--- src/rtl/fx3_pkt_builder_if.sv ---
// Bus bundle between the packet builder and its neighbours. The upstream word
// stream (in_vld/in_data/in_rdy) and the loader-buffer write side
// (buffDataVld/buffData/buffXerReady/currentXferDone) travel together.
// The slave modport is the builder; the master modport is whatever drives the
// upstream words and models the loader.
interface fx3_pkt_builder_if;
  logic        in_vld;
  logic [31:0] in_data;
  logic        in_rdy;
  logic        buffDataVld;
  logic [31:0] buffData;
  logic        buffXerReady;
  logic        currentXferDone;

  modport master (
    output in_vld,
    output in_data,
    output currentXferDone,
    input  in_rdy,
    input  buffDataVld,
    input  buffData,
    input  buffXerReady
  );

  modport slave (
    input  in_vld,
    input  in_data,
    input  currentXferDone,
    output in_rdy,
    output buffDataVld,
    output buffData,
    output buffXerReady
  );
endinterface

--- src/rtl/fx3_pkt_builder.sv ---
// FX3 packet builder: frames a 32-bit word stream into fixed-length packets
// (header, payload, checksum) and writes them into one loader buffer, then
// holds that buffer until the loader reports it drained. A stall timeout
// zero-pads a short payload so a partially filled buffer never waits forever.
module fx3_pkt_builder #(
  parameter int unsigned PKT_LOG2 = 8,
  parameter logic [7:0]  SRC_ID   = 8'h01,
  parameter int unsigned TIMEOUT  = 1024
) (
  input  logic             sys_clk,
  input  logic             sys_rst_n,
  input  logic             frame_rst,
  fx3_pkt_builder_if.slave bus,
  output logic [15:0]      pkt_cnt,
  output logic [15:0]      pad_cnt
);

  // Packet sequencing states
  localparam logic [2:0] ST_IDLE = 3'd0;
  localparam logic [2:0] ST_HDR  = 3'd1;
  localparam logic [2:0] ST_PAY  = 3'd2;
  localparam logic [2:0] ST_SUM  = 3'd3;
  localparam logic [2:0] ST_RDY  = 3'd4;

  // Payload is N-2 words; the counter indexes them 0..N-3, so the final
  // payload word is seen when the counter equals N-3.
  localparam logic [PKT_LOG2-1:0] LAST_PAY  = PKT_LOG2'((1 << PKT_LOG2) - 3);
  localparam logic [15:0]         TIMEOUT_V = 16'(TIMEOUT);

  logic [2:0]          state_q,   state_d;
  logic [7:0]          seq_q,     seq_d;
  logic [31:0]         sum_q,     sum_d;
  logic [PKT_LOG2-1:0] pay_cnt_q, pay_cnt_d;
  logic [15:0]         stall_q,   stall_d;
  logic                padding_q, padding_d;
  logic                vld_q,     vld_d;
  logic [31:0]         data_q,    data_d;
  logic                xrdy_q,    xrdy_d;
  logic [15:0]         pkt_cnt_q, pkt_cnt_d;
  logic [15:0]         pad_cnt_q, pad_cnt_d;

  logic        in_rdy;
  logic        accept;
  logic        pay_step;
  logic [15:0] stall_inc;
  logic [31:0] header;

  // in_rdy depends only on registered state, so there is no path from
  // in_vld or currentXferDone through to in_rdy.
  assign in_rdy    = (state_q == ST_PAY) && !padding_q;
  assign accept    = bus.in_vld && in_rdy;
  // A payload slot is filled either by an accepted word or by a pad word.
  assign pay_step  = accept || padding_q;
  assign stall_inc = stall_q + 16'd1;
  assign header    = {16'hA55A, SRC_ID, seq_q};

  assign bus.in_rdy       = in_rdy;
  assign bus.buffDataVld  = vld_q;
  assign bus.buffData     = data_q;
  assign bus.buffXerReady = xrdy_q;
  assign pkt_cnt          = pkt_cnt_q;
  assign pad_cnt          = pad_cnt_q;

  // Next-state and write-port decode; frame_rst overrides everything last
  always_comb begin
    state_d   = state_q;
    seq_d     = seq_q;
    sum_d     = sum_q;
    pay_cnt_d = pay_cnt_q;
    stall_d   = stall_q;
    padding_d = padding_q;
    vld_d     = 1'b0;
    data_d    = data_q;
    xrdy_d    = xrdy_q;
    pkt_cnt_d = pkt_cnt_q;
    pad_cnt_d = pad_cnt_q;

    case (state_q)
      ST_IDLE: begin
        // The word that wakes us is left in place; it is taken in PAY.
        if (bus.in_vld) begin
          state_d = ST_HDR;
        end
      end

      ST_HDR: begin
        vld_d     = 1'b1;
        data_d    = header;
        sum_d     = header;
        pay_cnt_d = '0;
        stall_d   = '0;
        padding_d = 1'b0;
        state_d   = ST_PAY;
      end

      ST_PAY: begin
        if (padding_q) begin
          vld_d     = 1'b1;
          data_d    = 32'h0;
          pad_cnt_d = pad_cnt_q + 16'd1;
        end else if (accept) begin
          vld_d   = 1'b1;
          data_d  = bus.in_data;
          sum_d   = sum_q + bus.in_data;
          stall_d = '0;
        end else begin
          // Padding engages on the edge the stall count hits TIMEOUT, so
          // in_rdy is already low in the first padding cycle.
          stall_d = stall_inc;
          if (stall_inc == TIMEOUT_V) begin
            padding_d = 1'b1;
          end
        end

        if (pay_step) begin
          pay_cnt_d = pay_cnt_q + 1'b1;
          if (pay_cnt_q == LAST_PAY) begin
            padding_d = 1'b0;
            state_d   = ST_SUM;
          end
        end
      end

      ST_SUM: begin
        // Two's-complement of the running sum makes the packet total zero.
        vld_d   = 1'b1;
        data_d  = 32'h0 - sum_q;
        state_d = ST_RDY;
      end

      ST_RDY: begin
        // buffXerReady rises one cycle after the checksum write lands.
        if (bus.currentXferDone) begin
          xrdy_d    = 1'b0;
          seq_d     = seq_q + 8'd1;
          pkt_cnt_d = pkt_cnt_q + 16'd1;
          state_d   = ST_IDLE;
        end else begin
          xrdy_d = 1'b1;
        end
      end

      default: begin
        state_d = ST_IDLE;
      end
    endcase

    if (frame_rst) begin
      state_d   = ST_IDLE;
      seq_d     = '0;
      sum_d     = '0;
      pay_cnt_d = '0;
      stall_d   = '0;
      padding_d = 1'b0;
      vld_d     = 1'b0;
      data_d    = data_q;
      xrdy_d    = 1'b0;
      pkt_cnt_d = pkt_cnt_q;
      pad_cnt_d = pad_cnt_q;
    end
  end

  // State and output registers, cleared by the asynchronous reset
  always_ff @(posedge sys_clk or negedge sys_rst_n) begin
    if (!sys_rst_n) begin
      state_q   <= ST_IDLE;
      seq_q     <= '0;
      sum_q     <= '0;
      pay_cnt_q <= '0;
      stall_q   <= '0;
      padding_q <= 1'b0;
      vld_q     <= 1'b0;
      data_q    <= '0;
      xrdy_q    <= 1'b0;
      pkt_cnt_q <= '0;
      pad_cnt_q <= '0;
    end else begin
      state_q   <= state_d;
      seq_q     <= seq_d;
      sum_q     <= sum_d;
      pay_cnt_q <= pay_cnt_d;
      stall_q   <= stall_d;
      padding_q <= padding_d;
      vld_q     <= vld_d;
      data_q    <= data_d;
      xrdy_q    <= xrdy_d;
      pkt_cnt_q <= pkt_cnt_d;
      pad_cnt_q <= pad_cnt_d;
    end
  end

endmodule

--- src/flat_wrapper.sv ---
// flat-port wrapper written by rule: the top's interface ports become plain ports
module fx3_pkt_builder_flat 
#(
  parameter int unsigned PKT_LOG2 = 8,
  parameter logic [7:0]  SRC_ID   = 8'h01,
  parameter int unsigned TIMEOUT  = 1024
)
  (sys_clk, sys_rst_n, frame_rst, pkt_cnt, pad_cnt, bus_in_vld, bus_in_data, bus_currentXferDone, bus_in_rdy, bus_buffDataVld, bus_buffData, bus_buffXerReady);
  fx3_pkt_builder_if bus_i ();
  input  logic sys_clk;
  input  logic sys_rst_n;
  input  logic frame_rst;
  output logic [15:0] pkt_cnt;
  output logic [15:0] pad_cnt;
  input wire logic [$bits(bus_i.in_vld)-1:0] bus_in_vld;
  input wire logic [$bits(bus_i.in_data)-1:0] bus_in_data;
  input wire logic [$bits(bus_i.currentXferDone)-1:0] bus_currentXferDone;
  output wire logic [$bits(bus_i.in_rdy)-1:0] bus_in_rdy;
  output wire logic [$bits(bus_i.buffDataVld)-1:0] bus_buffDataVld;
  output wire logic [$bits(bus_i.buffData)-1:0] bus_buffData;
  output wire logic [$bits(bus_i.buffXerReady)-1:0] bus_buffXerReady;
  assign bus_i.in_vld = bus_in_vld;
  assign bus_i.in_data = bus_in_data;
  assign bus_i.currentXferDone = bus_currentXferDone;
  assign bus_in_rdy = bus_i.in_rdy;
  assign bus_buffDataVld = bus_i.buffDataVld;
  assign bus_buffData = bus_i.buffData;
  assign bus_buffXerReady = bus_i.buffXerReady;
  fx3_pkt_builder #(.PKT_LOG2(PKT_LOG2), .SRC_ID(SRC_ID), .TIMEOUT(TIMEOUT)) u_core (.sys_clk(sys_clk), .sys_rst_n(sys_rst_n), .frame_rst(frame_rst), .bus(bus_i), .pkt_cnt(pkt_cnt), .pad_cnt(pad_cnt));
endmodule
--- config.mk ---
export PLATFORM = sky130hd
export DESIGN_NAME = fx3_pkt_builder_flat
export DESIGN_NICKNAME = d
export VERILOG_FILES = /design/src/rtl/fx3_pkt_builder_if.sv /design/src/rtl/fx3_pkt_builder.sv /design/src/flat_wrapper.sv
export SDC_FILE = /design/constraint.sdc
export NUM_CORES = 1
export LEC_CHECK = 0
export CORE_MARGIN = 1.5
export CORE_UTILIZATION = 60
export DETAILED_ROUTE_END_ITERATION = 12
export GPL_ROUTABILITY_DRIVEN = 0
export PLACE_DENSITY_LB_ADDON = 0.2
export SKIP_LAST_GASP = 1
export SLEW_MARGIN = 20
export SYNTH_ARGS = -nofsm -noshare
export SYNTH_HDL_FRONTEND = slang
export SYNTH_SLANG_ARGS = --single-unit
export TNS_END_PERCENT = 1
--- constraint.sdc ---
create_clock -name sys_clk -period 5.55 [get_ports sys_clk]
set_clock_uncertainty 0.2 [all_clocks]
set_input_delay 0.555 -clock sys_clk [delete_from_list [all_inputs] [get_ports sys_clk]]
set_output_delay 0.555 -clock sys_clk [all_outputs]
set_load 0.01 [all_outputs]
# Word level (Yosys, flattened, before mapping)

Cells that the tools add are included.

Memories: 0
Latch bits: 0
Register bits after elaboration: 134
RAM bits: 0
Bits of input ports: 37
ROM bits: 0
Word-level logic and storage cells: 87
Output and inout port bits: 67

Shift operators: 0
Bitwise gates (word level): 1
Add/subtract/negate cells: 7
Equality and inequality tests: 13
Mux-type cells: 37
Reductions and logical operators: 18
Divide/modulo/power cells: 0
Order comparisons: 0
$mul: 0

Operators with widths:

| operator              | number |
|---|---|
| $mux 32               | 5 |
| $pmux 32 s3           | 1 |
| $pmux 32 s2           | 1 |
| $add 16x1->16 const B | 3 |
| $mux 16               | 3 |
| $mux 8                | 5 |
| $add 32x32->32        | 1 |
| $pmux 16 s2           | 1 |
| $sub 1x32->32 const A | 1 |
| $add 8x1->8 const B   | 2 |
| $eq 16x11->1 const B  | 1 |
| $pmux 8 s2            | 1 |
| $mux 3                | 5 |
| $pmux 3 s5            | 1 |
| $mux 1                | 12 |
| $ne 3x3->1 const B    | 4 |
| $reduce_and 3->1      | 4 |
| $eq 8x8->1 const B    | 1 |
| $eq 3x2->1 const B    | 2 |
| $ne 3x2->1 const B    | 2 |
| $reduce_and 2->1      | 3 |
| $reduce_bool 3->1     | 2 |
| $pmux 1 s2            | 2 |
| $reduce_and 4->1      | 1 |
| 10 further kinds      | 12 |

# Longest topological paths before layout

Gate-level depths: netlist (run 1).

Depth in word-level cells: 9
Depth in mapped cells: 12
Depth with buffers taken out: 12

# Worst setup path after synthesis (run 1)

Ideal clock, no wire load.

Path kind: input to register
Start point: input bus_in_data[0]
End point: register u_core.sum_q[30]
Data required time: 5.224 ns
Path buffers: 0
Path slack: 2.381 ns
Arrival: 2.843 ns
Library setup time: 0.126 ns
Stages: 12
Path through: ha_1 inv_1 fa_1 nand2b_1 a21oi_1 o21ai_0 a211oi_1 o31ai_1 a21oi_1 a31oi_1 o2111a_1 a221o_1

Word-level cells in the longest chain between the ends: 5

RTL lines:

| item                 | line                   | RTL |
|---|---|---|
| start, declared      | flat_wrapper.sv:16     | `input wire logic [$bits(bus_i.in_data)-1:0] bus_in_data;` |
| $add 32x32->32       | fx3_pkt_builder.sv:104 | `sum_d = sum_q + bus.in_data;` |
| $mux 32              | fx3_pkt_builder.sv:101 | `end else if (accept) begin` |
| $mux 32              | fx3_pkt_builder.sv:97  | `if (padding_q) begin` |
| $pmux 32 s2          | fx3_pkt_builder.sv:78  | `case (state_q)` |
| $mux 32              | fx3_pkt_builder.sv:148 | `if (frame_rst) begin` |
| end signal, assigned | fx3_pkt_builder.sv:180 | `sum_q <= sum_d;` |
| end, declared        | fx3_pkt_builder.sv:32  | `logic [31:0] sum_q, sum_d;` |

Every way passes these cells. The select of a mux whose other input is x is not followed.
A chain may end at the register's enable or synchronous reset.

# Worst setup path in the final report (run 1)

Start point: register u_core.state_q[1]
End point: output bus_in_rdy

Word-level cells in the longest chain between the ends: 2

RTL lines:

| item                   | line                   | RTL |
|---|---|---|
| start, declared        | fx3_pkt_builder.sv:30  | `logic [2:0] state_q, state_d;` |
| start signal, assigned | fx3_pkt_builder.sv:178 | `state_q <= state_d;` |
| $eq 3x2->1             | fx3_pkt_builder.sv:50  | `assign in_rdy = (state_q == ST_PAY) && !padding_q;` |
| $logic_and 1x1->1      | fx3_pkt_builder.sv:50  |  |
| end, declared          | flat_wrapper.sv:18     | `output wire logic [$bits(bus_i.in_rdy)-1:0] bus_in_rdy;` |

Every way passes these cells.

==> summary.md, run 1 <==
| Metric | Value |
|---|---|
| Seq/Total Area, Yosys | 40.75% |
| Util after Layout | 74.89% |
| Placed inst area | 9390 µm² |
| Min cycle time layout | 3.799 ns |
| CP Buf/Inv Count | 3 |
| CTS max path bufs | 2 |
| Vias in the first global route | 7023 |
| Delay-heaviest family, CP | buffers and inverters |
| Total GRT Usage | 30.03% |
| GRT overflow | 0 |
| Most frequent cells in the layout | dfrtp_1, nand2_1, clkdlybuf4s50_1 |
| WP data arrival | 3.04 ns |
| Final ANT Viol Nets | 0 |
| Postcts setup bufs | 0 |
| Slowest cell delay on critical path | 0.62 ns |
| Largest net degree at the start of global routing | 85 |
| Chip width | 120.1 µm |
| Final Hold Vio Count | 38 |
| LEAKAGE | 4.472 nW |
| Total power per unit cell area | 275.8 nW/µm² |
| Unique masters post-synth | 66 |
| RSZ-0062 raised after global routing | false |
| # DRC | 0 |
| Fmax | 263.2 MHz |
| First-pass GRT wire length | 34580 µm |
| ANT cells | 0 |
| Core box area | 13300 µm² |
| Kind of critical path | flip-flop to output port |
| Vias | 7359 |
| Die area | 14430 µm² |
| Clk_lat worst skew | 0.43 ns |
| CTS Sinks | 134 |
| Initial core utilization | 61.89% |
| Syn_area_per_cell | 9.062 µm² |
| Synthesized area | 8228 µm² |
| WL per Instance | 17.45 µm |
| Layout Nets | 1072 |
| Max H-tree Level | 4 |
| Synth Warn # | 0 |
| I/O Pins | 104 |
| Share of cells above drive strength 1 | 6.541% |
| Worst setup path endpoint | bus_in_rdy |
| FP Rows | 42 |
| Number of fill cells | 967 |
| Router iterations before antenna repair | 7 |
| Relative slew slack | 29.35% |
| Period utilisation layout | 68.45% |
| Final hold slack | -0.03717 ns |
| Commonest non-fill, non-tap cell in the layout | dfrtp_1 |
| Post_cts resized | 0 |
| Dominant cells by area after synthesis | dfrtp_1, ha_1, xnor2_1 |
| CTS buffer count | 17 |
| Placed Instances | 1153 |
| Final Cell Area | 9957 µm² |
| Worst Tran Pin Value | 1.060 ns |
| CTS root buf | clkbuf_16 |
| CTS Hold Buffers Added | 0 |
| VDD IR-drop max | 0.2159 mV |
| Status | finished, violations left |
| Top cell type by total area after synthesis | dfrtp_1 |
| Post-synth EDFFs | 0 |
| Post-synthesis net count | 984 |
| Pins over their slew limit | 0 |
| Via density per instance | 6.210 |
| Setup violations, final | 0 |
| Critical Path Start | u_core.state_q[1]$_DFFE_PN0P_ |
| Initial antenna violation count | 0 |
| Setup slack, reg-to-reg | 1.98 ns |
| Worst reg2reg endpoint | u_core.sum_q[8]$_DFFE_PN0P_ |
| Worst setup SP type | flip-flop |
| Crit. End Element | output port |
| WP data required | 4.80 ns |
| Detail Placement HPWL | 14160 µm |
| Cell Chain, Critical Path | nor2b_1, nand2_1, buf_4, nor2_2, buf_4, clkdlybuf4s50_1 |
| Synth top area share | 40.75% |
| Cells after Synth | 908 |
| R2R Path Start | u_core.state_q[0]$_DFFE_PN0P_ |
| Port bufs | 103 |
| Synthesized flop and latch total | 134 |
| Max cap viols | 0 |
| Most frequently used flop master after synthesis | dfrtp_1 |
| Ys async rst share | 100.0% |
| Critical path peak fanout | 28 |
| Type of the most critical hold path | primary input to async pin |
| Violation count after the first detailed-route iteration | 608 |
| R2r worst-path depth | 7 |
| Violated checks | hold timing |
| TritonCTS clock tree | yes |
| TNS Setup | 0 ns |
| Die height | 120.1 µm |
| Clk pin slew, worst setup/hold paths | 0.06 ns |
| Detailed Route WL | 20680 µm |
| Area grow syn2layout | 21.02% |
| CP max-delay cell | clkdlybuf4s50_1 |
| CP dominant cell by count | buf_4 |
| Finished Layout Cells | 1185 |
| Stages on worst setup path | 6 |
[where the power goes]
group / switching (mW) / internal [mW]
Sequential: 0.0564 / 1.03
Clock: 0.465 / 0.608
Combinational: 0.320 / 0.262
[per-stage QoR]
step	setup WS (ns)	power, mW
after CTS	1.806	2.755
after global placement	1.634	1.667
after global routing	1.578	2.874
after floorplan	2.381	1.453
final	1.751	2.747
after detailed placement	1.502	1.681
[worst min path at each step]
stage                                    from                             endpoint  slack, ns  cells after the start
6_report                            sys_rst_n  u_core.bus.buffData[23]$_DFFE_PN0P_      -0.04                      1
5_1_grt                             sys_rst_n  u_core.bus.buffData[23]$_DFFE_PN0P_       0.02                      1
4_1_cts                             sys_rst_n  u_core.bus.buffData[24]$_DFFE_PN0P_      0.007                      1
3_5_place_dp   u_core.pkt_cnt[15]$_DFFE_PN0P_       u_core.pkt_cnt[15]$_DFFE_PN0P_       0.27                      1
3_3_place_gp   u_core.pkt_cnt[15]$_DFFE_PN0P_       u_core.pkt_cnt[15]$_DFFE_PN0P_       0.26                      1
2_1_floorplan                       sys_rst_n     u_core.bus.buffDataVld$_DFF_PN0_       0.06                      0
[logic make-up (layout without fill, tap and decap cells)]
group,Yosys count,in the layout,share of synthesized area (%)
and+or+nand+nor,310,310,18.78
DFF,134,134,40.75
buffers and inverters,65,166,2.980
AOI/OAI and AO/OA,263,263,21.00
xor gates and xnor gates,90,90,9.580
adders and majority gates,39,39,6.022
muxes,7,7,0.8820
[routing by layer]
metal / vias to the layer above / part of all wire (%) / global-route usage [%]
li1: 3494 / - / -
met1: 3571 / 44 / 41.31
met2: 257 / 47 / 47.04
met3: 37 / 6.7 / 6.892
met4: 0 / 2.0 / 10.04
met5: - / 0 / 0
[state kept, by name, summed over array words and instances (netlist names)]
register,count
u_core.bus.buffData,32
u_core.bus.buffDataVld,1
u_core.bus.buffXerReady,1
u_core.pad_cnt,16
u_core.padding_q,1
u_core.pay_cnt_q,8
u_core.pkt_cnt,16
u_core.seq_q,8
u_core.stall_q,16
u_core.state_q,3
u_core.sum_q,32
[layout make-up]
| cell class | count | area [µm²] | share of cell area, % |
|---|---|---|---|
| clock inverter | 13 | 113.9 | 1.144 |
| clock buffer | 19 | 452.9 | 4.549 |
| inverter | 22 | 82.58 | 0.8294 |
| tap | 176 | 220.2 | 2.212 |
| sequential | 134 | 3353 | 33.68 |
| multi-input combinational | 709 | 4634 | 46.54 |
| timing repair buffer | 112 | 1100 | 11.05 |
[synth_stat cells, drive strengths merged, types with 7 or more instances]
library cell    n
and2            7
ha             38
nor4            9
a31oi          13
inv            22
nand3          21
nor2           69
a32oi           7
a221oi         17
a21oi          44
and3           17
xor2           40
nand4          22
a22oi           9
o21ai          90
nor3           16
a21o           15
dfrtp         134
or3            10
nand2         108
a22o           20
o31ai          13
xnor2          50
clkbuf         38
nand2b         10
Power figures use the tool's default switching activity.
==> run 2, diff against run 1 <==
- CORE_UTILIZATION: 60 -> 56
- clock period: 5.55 -> 3.6 ns (I/O delays scaled with it)
==> summary.md, run 2 (synthesis gave the netlist of run 1 again) <==
| Metric | Value |
|---|---|
| Delay-heaviest family, CP | simple AND/OR/NAND/NOR gates |
| Postcts setup bufs | 0 |
| Clk_lat worst skew | 0.42 ns |
| Min cycle time layout | 3.314 ns |
| Vias in the first global route | 7117 |
| Worst setup path endpoint | u_core.bus.buffData[28]$_DFFE_PN0P_ |
| Flop pwr share | 38.1% |
| Setup violations, final | 0 |
| Seq. cell area | 3353 µm² |
| Via density per instance | 6.108 |
| Cell Chain, Critical Path | buf_4, inv_1, ha_1, nand3_2, or4_4, or4_4, nand2b_4, nor4_2, xnor2_1, a22oi_2, o21ai_1 |
| Max H-tree Level | 4 |
| CP max-delay cell | or4_4 |
| M1 GR Usage | 40.06% |
| WL per Instance | 17.30 µm |
| Initial core utilization | 57.04% |
| Kind of critical path | flip-flop to flip-flop |
| WP data arrival | 3.41 ns |
| Violation count after the first detailed-route iteration | 622 |
| Number of fill cells | 1164 |
| Initial antenna violation count | 0 |
| VDD IR-drop max | 0.3527 mV |
| Vias | 7409 |
| TNS Setup | 0 ns |
| Final Hold Vio Count | 0 |
| Slowest cell delay on critical path | 0.55 ns |
| Die area | 15430 µm² |
| Clk pin slew, worst setup/hold paths | 0.06 ns |
| Port bufs | 103 |
| Period utilisation layout | 92.05% |
| Multi-input gate area | 4639 µm² |
| GRT met3 Usage | 5.517% |
| Critical path peak fanout | 5 |
| CTS root buf | clkbuf_16 |
| Commonest non-fill, non-tap cell in the layout | dfrtp_1 |
| Switching power total | 1.255 mW |
| Relative slew slack | 47.89% |
| CTS max path bufs | 2 |
| FP Rows | 44 |
| Logic gate share of total power | 21.0% |
| Worst setup SP type | flip-flop |
| Setup ws final | 0.2862 ns |
| Max cap viols | 0 |
| Power after layout | 4.411 mW |
| Layout Nets | 1092 |
| CP dominant cell by count | or4_4 |
| Detailed Route WL | 20980 µm |
| First-pass GRT wire length | 35790 µm |
| Share of cells above drive strength 1 | 8.358% |
| Area grow syn2layout | 23.66% |
| R2R Path Start | u_core.sum_q[0]$_DFFE_PN0P_ |
| Internal | 3.156 mW |
| GR Layer Usage met2 | 43.99% |
| Stages on worst setup path | 11 |
| Crit. End Element | flip-flop |
| Detail Placement HPWL | 14760 µm |
| Die height | 124.2 µm |
| Final ANT Viol Nets | 0 |
| Critical Path Start | u_core.sum_q[0]$_DFFE_PN0P_ |
| Chip width | 124.2 µm |
| CTS Sinks | 134 |
| # DRC | 0 |
| GRT overflow | 0 |
| Largest net degree at the start of global routing | 74 |
| Clock power frac | 41.0% |
| CTS buffer count | 17 |
| TritonCTS clock tree | yes |
| LEAKAGE | 4.590 nW |
| Status | completed |
| Core box area | 14420 µm² |
| I/O Pins | 104 |
| GRT Max-Usage Layer | met2 |
| Setup slack, reg-to-reg | 0.29 ns |
| Fmax | 301.8 MHz |
| Total GRT Usage | 28.30% |
| CP Buf/Inv Count | 2 |
| Placed inst area | 9543 µm² |
| Router iterations before antenna repair | 6 |
| Switching Fraction | 28.45% |
| RSZ-0062 raised after global routing | false |
| WP data required | 3.70 ns |
| R2r worst-path depth | 11 |
| Type of the most critical hold path | flip-flop to flip-flop |
| Worst Tran Pin Value | 0.7751 ns |
| Post-place setup slack | -0.09422 ns |
| Worst reg2reg endpoint | u_core.bus.buffData[28]$_DFFE_PN0P_ |
| ANT cells | 0 |
| Final Cell Area | 10170 µm² |
| Most frequent cells in the layout | dfrtp_1, nand2_1, clkdlybuf4s50_1 |
| Pins over their slew limit | 0 |
| Total power per unit cell area | 433.5 nW/µm² |
-- run 2: cell count changes in the layout (fill, tap and decap cells not counted) --
cell,delta
clkinv_4,-4
bufinv_16,+3
inv_8,-2
inv_6,-3
clkinv_2,+3
buf_4,+19
clkinvlp_4,+2
nor3_1,-1
nor3_2,+1
dlygate4sd3_1,+1
clkbuf_8,+1
-- run 2: final cells by class --
cell class                 count  area share [%]
clock buffer                  20           4.587
tap                          184           2.263
sequential                   134           32.96
clock inverter                12           1.476
multi-input combinational    709           45.60
inverter                      22          0.8116
timing repair buffer         132           12.31
-- run 2: through the flow --
step                      utilization [%]  cells  hold WS, ns
final                               70.54   1213       0.2618
after floorplan                         -    908      -0.1356
after CTS                           70.51   1213       0.2686
after global routing                70.54   1213       0.3002
after global placement              66.16   1180       0.2231
after detailed placement            66.16   1180       0.2276
-- run 2: power groups by stage --
| stage | Combinational, mW | Clock [mW] | Sequential [mW] |
|---|---|---|---|
| 2_1_floorplan | 0.524 | 0 | 1.72 |
| 3_3_place_gp | 0.895 | 0 | 1.70 |
| 3_5_place_dp | 0.907 | 0 | 1.70 |
| 4_1_cts | 0.920 | 1.84 | 1.68 |
| 5_1_grt | 1.02 | 1.91 | 1.69 |
| 6_report | 0.925 | 1.81 | 1.68 |
-- run 2: layer usage --
layer | share of wire, % | vias to the layer above
met5 | 0 | -
met4 | 1.9 | 0
met3 | 6.5 | 37
met2 | 46 | 278
met1 | 45 | 3550
li1 | - | 3544
-- run 2: how the worst min path moves through the flow --
stage,start,end,slack (ns),cells after the start
after floorplan,sys_rst_n,u_core.bus.buffDataVld$_DFF_PN0_,-0.14,0
after global placement,sys_rst_n,u_core.bus.buffData[25]$_DFFE_PN0P_,0.22,1
after detailed placement,sys_rst_n,u_core.bus.buffData[25]$_DFFE_PN0P_,0.23,1
after CTS,u_core.pkt_cnt[15]$_DFFE_PN0P_,u_core.pkt_cnt[15]$_DFFE_PN0P_,0.27,1
after global routing,u_core.pkt_cnt[15]$_DFFE_PN0P_,u_core.pkt_cnt[15]$_DFFE_PN0P_,0.30,1
final,u_core.pkt_cnt[15]$_DFFE_PN0P_,u_core.pkt_cnt[15]$_DFFE_PN0P_,0.26,1
-- run 2: timing repair --
| item | 4_1_cts | 5_1_grt |
|---|---|---|
| gates resized for setup | 0 | 1 |
| endpoints found under the hold margin | 70 | 0 |
| endpoints found under the setup margin | 0 | 2 |
| hold buffers | 1 | 0 |
==> run 3, diff against run 2 <==
- SETUP_SLACK_MARGIN: not set -> 0.15
==> results of run 3 <==
The final DEF is identical to that of run 2. Status: completed.
